**src/rtl/dwa_element_selector.sv**
```systemverilog
`default_nettype none
// ============================================================================
// Module      : dwa_element_selector
// Description : Data-weighted-averaging selector that turns a quantizer level
//               into unit-element enables for a thermometer DAC.
// Revision    : 1.0 - initial release
// ============================================================================
module dwa_element_selector #(
    parameter int INPUT_WIDTH  = 8,
    parameter int NUM_ELEMENTS = 16,
    parameter int PTR_WIDTH    = $clog2(NUM_ELEMENTS)
) (
    input  logic                          clk_i,
    input  logic                          rst_i,
    input  logic signed [INPUT_WIDTH-1:0] level_i,
    input  logic                          valid_i,
    output logic                          ready_o,
    input  logic                          dwa_en_i,
    output logic [NUM_ELEMENTS-1:0]       sel_o,
    output logic                          valid_o,
    input  logic                          ready_i,
    output logic [PTR_WIDTH-1:0]          ptr_o,
    output logic                          clip_o
);

    // One extra bit holds both L = NUM_ELEMENTS and pointer+level sums.
    localparam int c_lvl_w = PTR_WIDTH + 1;
    localparam logic [c_lvl_w-1:0]            c_num    = c_lvl_w'(NUM_ELEMENTS);
    localparam logic signed [INPUT_WIDTH-1:0] c_num_in = INPUT_WIDTH'(NUM_ELEMENTS);

    logic [NUM_ELEMENTS-1:0] r_sel;
    logic                    r_valid;
    logic [PTR_WIDTH-1:0]    r_ptr_out;
    logic                    r_clip;
    logic [PTR_WIDTH-1:0]    r_ptr;

    logic [c_lvl_w-1:0]      w_level;
    logic                    w_clip;
    logic [c_lvl_w-1:0]      w_base;
    logic [c_lvl_w-1:0]      w_off;
    logic [c_lvl_w-1:0]      w_sum;
    logic [PTR_WIDTH-1:0]    w_ptr_next;
    logic [NUM_ELEMENTS-1:0] w_sel;
    logic                    w_accept;

    always_comb begin
        w_level = '0;
        w_clip  = 1'b0;
        if (level_i[INPUT_WIDTH-1]) begin
            w_level = '0;
            w_clip  = 1'b1;
        end else if (level_i > c_num_in) begin
            w_level = c_num;
            w_clip  = 1'b1;
        end else begin
            w_level = c_lvl_w'(level_i);
        end
    end

    // Static mode builds the thermometer from element 0 without touching r_ptr.
    assign w_base = dwa_en_i ? {1'b0, r_ptr} : '0;

    // Element k is on when its circular distance from the base is below L.
    always_comb begin
        w_off = '0;
        w_sel = '0;
        for (int k = 0; k < NUM_ELEMENTS; k++) begin
            if (c_lvl_w'(k) >= w_base) begin
                w_off = c_lvl_w'(k) - w_base;
            end else begin
                w_off = c_lvl_w'(k) + c_num - w_base;
            end
            w_sel[k] = (w_off < w_level);
        end
    end

    assign w_sum      = {1'b0, r_ptr} + w_level;
    assign w_ptr_next = (w_sum >= c_num) ? PTR_WIDTH'(w_sum - c_num)
                                         : w_sum[PTR_WIDTH-1:0];

    assign ready_o  = !r_valid || ready_i;
    assign w_accept = valid_i && ready_o;

    always_ff @(posedge clk_i) begin
        if (!rst_i) begin
            r_sel     <= '0;
            r_valid   <= 1'b0;
            r_ptr_out <= '0;
            r_clip    <= 1'b0;
            r_ptr     <= '0;
        end else if (w_accept) begin
            r_sel     <= w_sel;
            r_valid   <= 1'b1;
            r_ptr_out <= r_ptr;
            r_clip    <= w_clip;
            if (dwa_en_i) begin
                r_ptr <= w_ptr_next;
            end
        end else if (r_valid && ready_i) begin
            r_valid <= 1'b0;
        end
    end

    assign sel_o   = r_sel;
    assign valid_o = r_valid;
    assign ptr_o   = r_ptr_out;
    assign clip_o  = r_clip;

endmodule
`default_nettype wire

```
**config.mk**
```make
export PLATFORM = sky130hd
export DESIGN_NAME = dwa_element_selector
export DESIGN_NICKNAME = d
export VERILOG_FILES = /design/src/rtl/dwa_element_selector.sv
export SDC_FILE = /design/constraint.sdc
export NUM_CORES = 1
export LEC_CHECK = 0
export CAP_MARGIN = 20
export CORE_UTILIZATION = 56
export DETAILED_ROUTE_END_ITERATION = 10
export PLACE_DENSITY = 0.81
export RECOVER_POWER = 25
export SETUP_SLACK_MARGIN = 0.4
export SLEW_MARGIN = 5
export SYNTH_ARGS = -nofsm -noshare
export SYNTH_HDL_FRONTEND = slang
export SYNTH_SLANG_ARGS = --single-unit
```
**constraint.sdc**
```tcl
create_clock -name clk_i -period 4.18 [get_ports clk_i]
set_input_delay 0.836 -clock clk_i [delete_from_list [all_inputs] [get_ports clk_i]]
set_output_delay 0.836 -clock clk_i [all_outputs]
set_load 0.01 [all_outputs]
```
==> Word-level counts from Yosys, hierarchy flattened <==
Index checks and enable logic that the tools add are counted.
{ "word_totals": {"reg_bits": 26, "inputBits": 13, "word_cells": 103} }
{ "classes": {"add_sub_neg": 34, "order_cmp": 34, "n_mux": 24, "reduce_logical": 6} }
{ "ops": {"columns": ["op", "n"], "rows": [
  ["two-way mux 5 bit", 18],
  ["less-than comparator 5 bit", 16],
  ["subtractor 5 x 4 -> 5 bit (first input constant)", 16],
  ["subtractor 4 x 4 -> 5 bit (first input constant)", 8],
  [">= comparator 4 bit (first input constant)", 8],
  ["subtractor 3 x 4 -> 5 bit (first input constant)", 4],
  [">= comparator 3 x 4 -> 1 bit (first input constant)", 4],
  ["subtractor 1 x 4 -> 5 bit (first input constant)", 2],
  ["subtractor 2 x 4 -> 5 bit (first input constant)", 2],
  [">= comparator 1 x 4 -> 1 bit (first input constant)", 2],
  [">= comparator 2 x 4 -> 1 bit (first input constant)", 2],
  ["greater-than comparator 8 x 6 -> 1 bit (second input constant)", 1],
  ["two-way mux 4 bit", 2],
  ["adder 4 x 5 -> 5 bit", 1],
  [">= comparator 5 bit (second input constant)", 1],
  ["two-way mux 1 bit", 4],
  ["subtractor 4 x 1 -> 4 bit (second input constant)", 1],
  ["logical AND 1 bit", 2],
  ["AND reduction 2 bit", 1],
  ["nonzero test 2 bit", 1],
  ["logical NOT 1 bit", 1],
  ["logical OR 1 bit", 1]
]} }

==> Depth between registers and ports, before layout <==
Gate-level depths: netlist (run 1).
{ "logic_depth": {"depth_word": 6, "mapped_depth": 13} }

==> Worst setup path after synthesis (run 1) <==
No wires, ideal clock.
{ "synth_path": {"path_type": "input-to-reg", "start": "in level_i[1]", "end": "reg r_sel[5], in the netlist sel_o[5]", "setup_time_ps": 88, "t_arrival_ps": 3367, "required_ps": 4092, "setup_slack_ps": 725, "path_stages": 9, "path_buffers": 0, "path_cell_list": "or4_1 a2111oi_1 nand2_1 ha_1 nor2_1 a41oi_2 maj3_2 maj3_2 o32ai_2"} }
{ "synth_between": {"elab_chain_cells": 4} }
{ "synth_rtl": {"columns": ["element", "line", "text"], "rows": [
  ["from (decl)", "15", "input logic signed [INPUT_WIDTH-1:0] level_i,"],
  ["greater-than comparator 8 x 6 -> 1 bit", "52", "end else if (level_i > c_num_in) begin"],
  ["two-way mux 5 bit (*)", "52", null],
  ["two-way mux 5 bit (*)", "49", "if (level_i[INPUT_WIDTH-1]) begin"],
  ["less-than comparator 5 bit (*)", "73", "w_sel[k] = (w_off < w_level);"],
  ["to (signal assigned)", "92", "r_sel <= w_sel;"],
  ["to (decl)", "31", "logic [NUM_ELEMENTS-1:0] r_sel;"]
]} }
Every way passes the cells marked *; elsewhere a longest branch is shown, timed or not.
A chain may end at the register's enable or synchronous reset.

==> Worst setup path in the final report (run 1) <==
Same ends and word-level chain as after synthesis.

==> results of run 1 <==
-- cell usage after synthesis, types with 4 or more instances --
library cell,count
o21ai_0,13
nand2_1,45
a21o_1,10
o211ai_1,5
inv_1,20
nor3_1,10
clkbuf_1,6
a31oi_1,5
maj3_2,5
dfxtp_1,26
ha_1,52
xor2_1,4
xnor2_1,6
nand3_1,7
nor2_1,12
a21oi_1,39
a311oi_1,4
nand2b_1,6
-- cell families after synthesis --
group | share of synthesized area [%]
other | 0.135
muxes | 0.361
xor gates and xnor gates | 3.16
DFF | 18.8
adders and majority gates | 27.0
buffers and inverters | 6.19
AOI/OAI and AO/OA | 25.9
and+or+nand+nor | 18.5
-- layer usage --
metal  GRT usage, %  part of all wire [%]  vias up
met5              0                     0        -
met4           15.3                   3.1        0
met3           4.58                   6.1       22
met2           52.1                    49      108
met1           32.2                    41     1249
li1               -                     -     1322
-- per-stage QoR --
stage / power (mW) / hold WS [ns] / cell area (µm²) / worst slack [ns]
6_report: 0.625 / 0.463 / 3320 / 0.546
3_3_place_gp: 0.405 / 0.444 / 3230 / 0.200
3_5_place_dp: 0.409 / 0.449 / 3230 / 0.104
2_1_floorplan: 0.349 / 0.474 / 2780 / 0.725
4_1_cts: 0.632 / 0.468 / 3310 / 0.540
5_1_grt: 0.656 / 0.489 / 3320 / 0.430
-- where the power goes --
group	switching, mW	total [mW]	leakage, nW	internal [mW]
Sequential	0.00681	0.267	0.213	0.260
Clock	0.0918	0.220	0.0357	0.128
Combinational	0.0729	0.137	1.23	0.0646
Total	0.172	0.625	1.48	0.453
-- area by class of cell --
| class | count | area (µm²) | share of cell area [%] |
|---|---|---|---|
| Multi-Input combinational cell | 282 | 2110 | 63.5 |
| Sequential cell | 26 | 520 | 15.7 |
| Timing Repair Buffer | 49 | 455 | 13.7 |
| Tap cell | 67 | 83.8 | 2.52 |
| Inverter | 22 | 82.6 | 2.49 |
| Clock buffer | 3 | 41.3 | 1.24 |
| Clock inverter | 1 | 30.0 | 0.904 |
-- flip-flops by register name, summed over array words and instances (netlist names) --
name	flops
ptr_o	4
clip_o	1
sel_o	16
r_ptr	4
valid_o	1
-- worst min-delay path: cells and delay by family (launching register included) --
family,cells,cell delay [ns]
AND/OR/NAND/NOR,1,0.05
AO/OA/AOI/OAI,1,0.05
flip-flops,1,0.32
-- worst max path at each step --
stage	start	end	slack, ns	depth (start not counted)
2_1_floorplan	level_i[1]	sel_o[5]	0.72	9
3_3_place_gp	level_i[1]	sel_o[5]	0.20	10
3_5_place_dp	level_i[1]	sel_o[5]	0.10	10
4_1_cts	level_i[1]	sel_o[5]	0.54	10
5_1_grt	level_i[1]	sel_o[5]	0.43	10
6_report	level_i[1]	sel_o[5]	0.55	10
-- timing repair --
item / 4_1_cts / 5_1_grt
endpoints found under the setup margin: 1 / 5
pin swaps: 0 / 0
gates resized for setup: 1 / 1
==> impl_metrics.csv, run 1 <==
group,metric,value,unit
logic_synthesis,synth-main-ff-cell,"dfxtp_1",
worst_setup_path,rr_endpoint,"sel_o[8]",
clock_tree,cts.sinks,26,
clock_tree,clk_pin_slew,0.10,ns
floorplan,die_w,72.3,µm
min_path,hp-class,"flip-flop to flip-flop",
route,wl_per_cell,15.9,µm
logic_synthesis,yosysWarnings,0,
worst_setup_path,reg2reg_slack,1.47,ns
logic_synthesis,synth_edf_count,0,
floorplan,start_util,58.3,%
floorplan,fp-row-count,25,
worst_setup_path,cp_max_fo,3,
finish,layout.cells.non_filler,450,
logic_synthesis,netlist_area,2770,µm²
sta,finalSetupViolCount,0,
route,drcViolationCount,0,
floorplan,ioPinCount,36,
sta,post-route-period-util,86.9,%
sta,max-slew-margin-rel,52.9,%
worst_setup_path,crit_chain,"clkdlybuf4s50_1 > or4_1 > a2111oi_4 > nand2_1 > ha_1 > nor2_1 > a41oi_2 > maj3_2 > maj3_2 > o32ai_2",
worst_setup_path,critPathMostFrequentCell,"maj3_2",
min_path,min_from,"ptr_o[3]",
min_path,hold_end,"ptr_o[3]",
sta,slew_viol_final,0,
worst_setup_path,reg2regPathDepth,11,
pwr,powerDensity,188,nW/µm²
placed_design,dp_hpwl,5380,µm
placed_design,dp_cells,446,
sta,clock_skew,0.00226,ns
clock_tree,clockBufferDepth,2,
finish,layout_common_cells,"52 x ha_1, 45 x nand2_1, 39 x a21oi_1",
status,status,"completed",
worst_setup_path,cp.required,4.38,ns
logic_synthesis,yosys.cell_types.count,63,
clock_tree,cts_tree,"built",
clock_tree,cts_max_level,1,
sta,fin_crit,3.63,ns
route,ant_nets,0,
logic_synthesis,synthCells,341,
floorplan,die_area,5230,µm²
sta,hold_viol_final,0,
finish,antennaDiodeCount,0,
route,vias,2701,
clock_tree,cts_hold_buf,0,
sta,tightestPinTransition,0.704,ns
worst_setup_path,endpoint_kind,"flip-flop",
worst_setup_path,worstPathArrival,3.83,ns
finish,nets,450,
placed_design,place.gp.congestion,0.907,
worst_setup_path,cpLargestDelayFamily,"adder cells",
global_route,grt_max_degree,23,
clock_tree,cts_setup_buffers,0,
floorplan,die_y,72.3,µm
logic_synthesis,avgSynthCellArea,8.12,µm²
finish,fillerInstances,416,
clock_tree,cts-root-buf,"clkbuf_8",
route,via_per_inst,6.00,
worst_setup_path,crit_buf_inv,1,
global_route,antenna_found_initial,0,
clock_tree,cts_buffers,3,
finish,final_common_cell,"ha_1",
worst_setup_path,r2r_start,"r_ptr[0]",
route,wirelength,7170,µm
sta,rsz0062_at_grt,"false",
global_route,grt_pass1_vias,2546,
finish,fin_util,69.8,%
flow_run,cap_violations,0,
logic_synthesis,yosysTopAreaCellShare,23.5,%
floorplan,core_area,4750,µm²
sta,max_freq,275,MHz
pwr,p_leak,1.48,nW
global_route,gr-total-overflow,0,
logic_synthesis,yosys-top-cells-area,"ha_1 23%, dfxtp_1 19%, a21oi_1 7.0%",
worst_setup_path,critPathMaxStageDelay,0.59,ns
logic_synthesis,synth.yosys.seq_area_share,18.8,%
logic_synthesis,async_reset_ff_share,0,%
global_route,grt_usage,28.8,%
worst_setup_path,crit_type,"input port to flip-flop",
global_route,grt_pass1_wl,11700,µm
pwr,irDropWorstVdd,0.000224,V
route,dr.pass1.iters,5,
finish,area_growth,19.9,%
clock_tree,clock_latency,0.28,ns
finish,drive_gt1_share,9.92,%
worst_setup_path,cpMaxStageDelayCell,"or4_1",
logic_synthesis,yosys.area.top_type,"ha_1",
logic_synthesis,ys_seq_elements,26,
placed_design,io_buffer_count,35,
sta,fin_tns_setup,0,ns
route,drtIter0Drc,99,
min_path,whs_path_depth,2,
worst_setup_path,cp-start-kind,"input port",
No activity file was read; power rests on OpenSTA's default activity.
==> inputs of run 2 (changes only) <==
Settings changed: CORE_UTILIZATION 56 to 60, DONT_BUFFER_PORTS set to 1, PLACE_DENSITY 0.81 to 0.76.
==> run 2 against run 1 <==
Compared with the run above: clock skew is 0.0056 ns higher; die area is 6.5% lower; combinational power is 39% lower; register-to-register slack worse by 0.21 ns; worst setup slack better by 0.31 ns; core utilization is 4.6 points lower; sequential share of layout area is 2.5 points higher; clock-buffer cell count stayed put; critical path depth is 1 lower; worst hold slack better by 0.044 ns; sequential power is 3% higher; largest power group unchanged.
==> impl_metrics.csv, run 2 (synthesized netlist as in run 1, its figures left out) <==
group,metric,value,unit
status,status,"completed",
min_path,whs_path_depth,2,
sta,hold_slack,0.507,ns
global_route,gr-total-overflow,0,
pwr,intPower,0.423,mW
floorplan,core_area,4380,µm²
route,wl_per_cell,17.4,µm
sta,fin_tns_setup,0,ns
worst_setup_path,r2r_start,"r_ptr[0]",
clock_tree,clock_latency,0.29,ns
pwr,p_sw,0.157,mW
sta,max-slew-margin-rel,48.0,%
route,dr.pass1.iters,5,
worst_setup_path,cp.required,4.39,ns
min_path,hold_end,"ptr_o[2]",
clock_tree,cts_hold_buf,0,
floorplan,ioPinCount,36,
clock_tree,cts_buffers,3,
worst_setup_path,cp-start-kind,"input port",
worst_setup_path,worstPathArrival,3.53,ns
clock_tree,clk_pin_slew,0.10,ns
floorplan,die_area,4890,µm²
placed_design,io_buffer_count,0,
worst_setup_path,cp_max_fo,3,
clock_tree,clockBufferDepth,2,
finish,area_growth,3.21,%
sta,finalSetupViolCount,0,
floorplan,die_y,69.9,µm
sta,tightestPinTransition,0.778,ns
pwr,powerDensity,203,nW/µm²
floorplan,die_w,69.9,µm
route,drtIter0Drc,126,
finish,final_common_cell,"ha_1",
sta,hold_viol_final,0,
global_route,grt_pass1_vias,2280,
global_route,antenna_found_initial,0,
global_route,grt_max_degree,25,
worst_setup_path,crit_type,"input port to flip-flop",
sta,post-route-period-util,79.5,%
worst_setup_path,reg2reg_slack,1.26,ns
sta,slew_viol_final,0,
sta,fin_crit,3.32,ns
placed_design,place.gp.congestion,0.871,
min_path,hp-class,"flip-flop to flip-flop",
finish,layout_common_cells,"52 x ha_1, 45 x nand2_1, 39 x a21oi_1",
clock_tree,cts_resized,0,
pwr,combPwrFrac,14.4,%
sta,rsz0062_at_grt,"false",
flow_run,cap_violations,0,
route,drcViolationCount,0,
min_path,min_from,"ptr_o[2]",
clock_tree,cts_max_level,1,
finish,antennaDiodeCount,0,
clock_tree,cts-root-buf,"clkbuf_8",
pwr,pwr-share-seq,47.4,%
pwr,clkPwrFrac,38.2,%
finish,nets,405,
route,vias,2444,
pwr,irDropWorstVdd,0.000141,V
global_route,grt_usage,28.8,%
clock_tree,cts_setup_buffers,0,
route,via_per_inst,6.27,
pwr,p_sw_share,27.1,%
route,ant_nets,0,
sta,clock_skew,0.00785,ns
sta,max_freq,301,MHz
floorplan,fp-row-count,24,
clock_tree,cts.sinks,26,
worst_setup_path,endpoint_kind,"flip-flop",
global_route,grt_pass1_wl,11300,µm
finish,drive_gt1_share,7.99,%
worst_setup_path,rr_endpoint,"sel_o[8]",
floorplan,start_util,63.2,%
worst_setup_path,reg2regPathDepth,10,
finish,largest_reg_flops,16,
pwr,p_leak,1.27,nW
placed_design,dp_hpwl,5070,µm
clock_tree,cts_tree,"built",
route,wirelength,6780,µm
-- run 2: cell types whose count changed in the layout (fill, tap and decap cells not counted), sizes merged --
cell	change
dlygate4sd3	-12
clkdlybuf4s50	-23
buf	-10
-- run 2: worst max-delay path, stage by stage --
cell	delay, ns
or4_1	0.51
a2111oi_1	0.58
nand2_1	0.22
ha_1	0.33
nor2_1	0.12
a41oi_2	0.07
maj3_2	0.37
maj3_2	0.32
o32ai_2	0.18
-- run 2: worst max-delay path by stage --
stage	start	to	slack (ns)
4_1_cts	level_i[1]	sel_o[5]	0.86
3_5_place_dp	level_i[1]	sel_o[5]	0.58
2_1_floorplan	level_i[1]	sel_o[5]	0.72
5_1_grt	level_i[1]	sel_o[5]	0.75
3_3_place_gp	level_i[1]	sel_o[5]	0.62
6_report	level_i[1]	sel_o[5]	0.86
-- run 2: stage by stage --
stage | utilization [%] | instance area [µm²] | worst slack (ns) | std cells | power (mW)
6_report | 65.2 | 2860 | 0.858 | 390 | 0.579
5_1_grt | 65.2 | 2860 | 0.745 | 390 | 0.604
4_1_cts | 65.2 | 2860 | 0.862 | 390 | 0.583
3_5_place_dp | 63.6 | 2790 | 0.577 | 386 | 0.363
3_3_place_gp | 63.6 | 2790 | 0.620 | 386 | 0.361
2_1_floorplan | - | 2780 | 0.725 | 344 | 0.349
-- run 2: layout make-up --
| type | instances | area [µm²] |
|---|---|---|
| Inverter | 22 | 82.6 |
| Tap cell | 52 | 65.1 |
| Timing Repair Buffer | 4 | 30.0 |
| Multi-Input combinational cell | 282 | 2090 |
| Clock buffer | 3 | 41.3 |
| Sequential cell | 26 | 520 |
| Clock inverter | 1 | 30.0 |
| Fill cell | 385 | 1530 |
-- run 2: power by group through the flow --
| stage | clock network (mW) | logic, mW | registers, mW |
|---|---|---|---|
| 2_1_floorplan | 0 | 0.0708 | 0.278 |
| 3_3_place_gp | 0 | 0.0805 | 0.280 |
| 3_5_place_dp | 0 | 0.0828 | 0.280 |
| 4_1_cts | 0.225 | 0.0831 | 0.275 |
| 5_1_grt | 0.232 | 0.0965 | 0.276 |
| 6_report | 0.221 | 0.0835 | 0.275 |
-- run 2: metal layers --
layer	track usage [%]	routed length [µm]	vias up
met5	0	0	-
met1	37.1	3000	1134
met2	50.4	3310	73
met4	8.44	86	0
met3	3.17	383	7
li1	-	-	1230
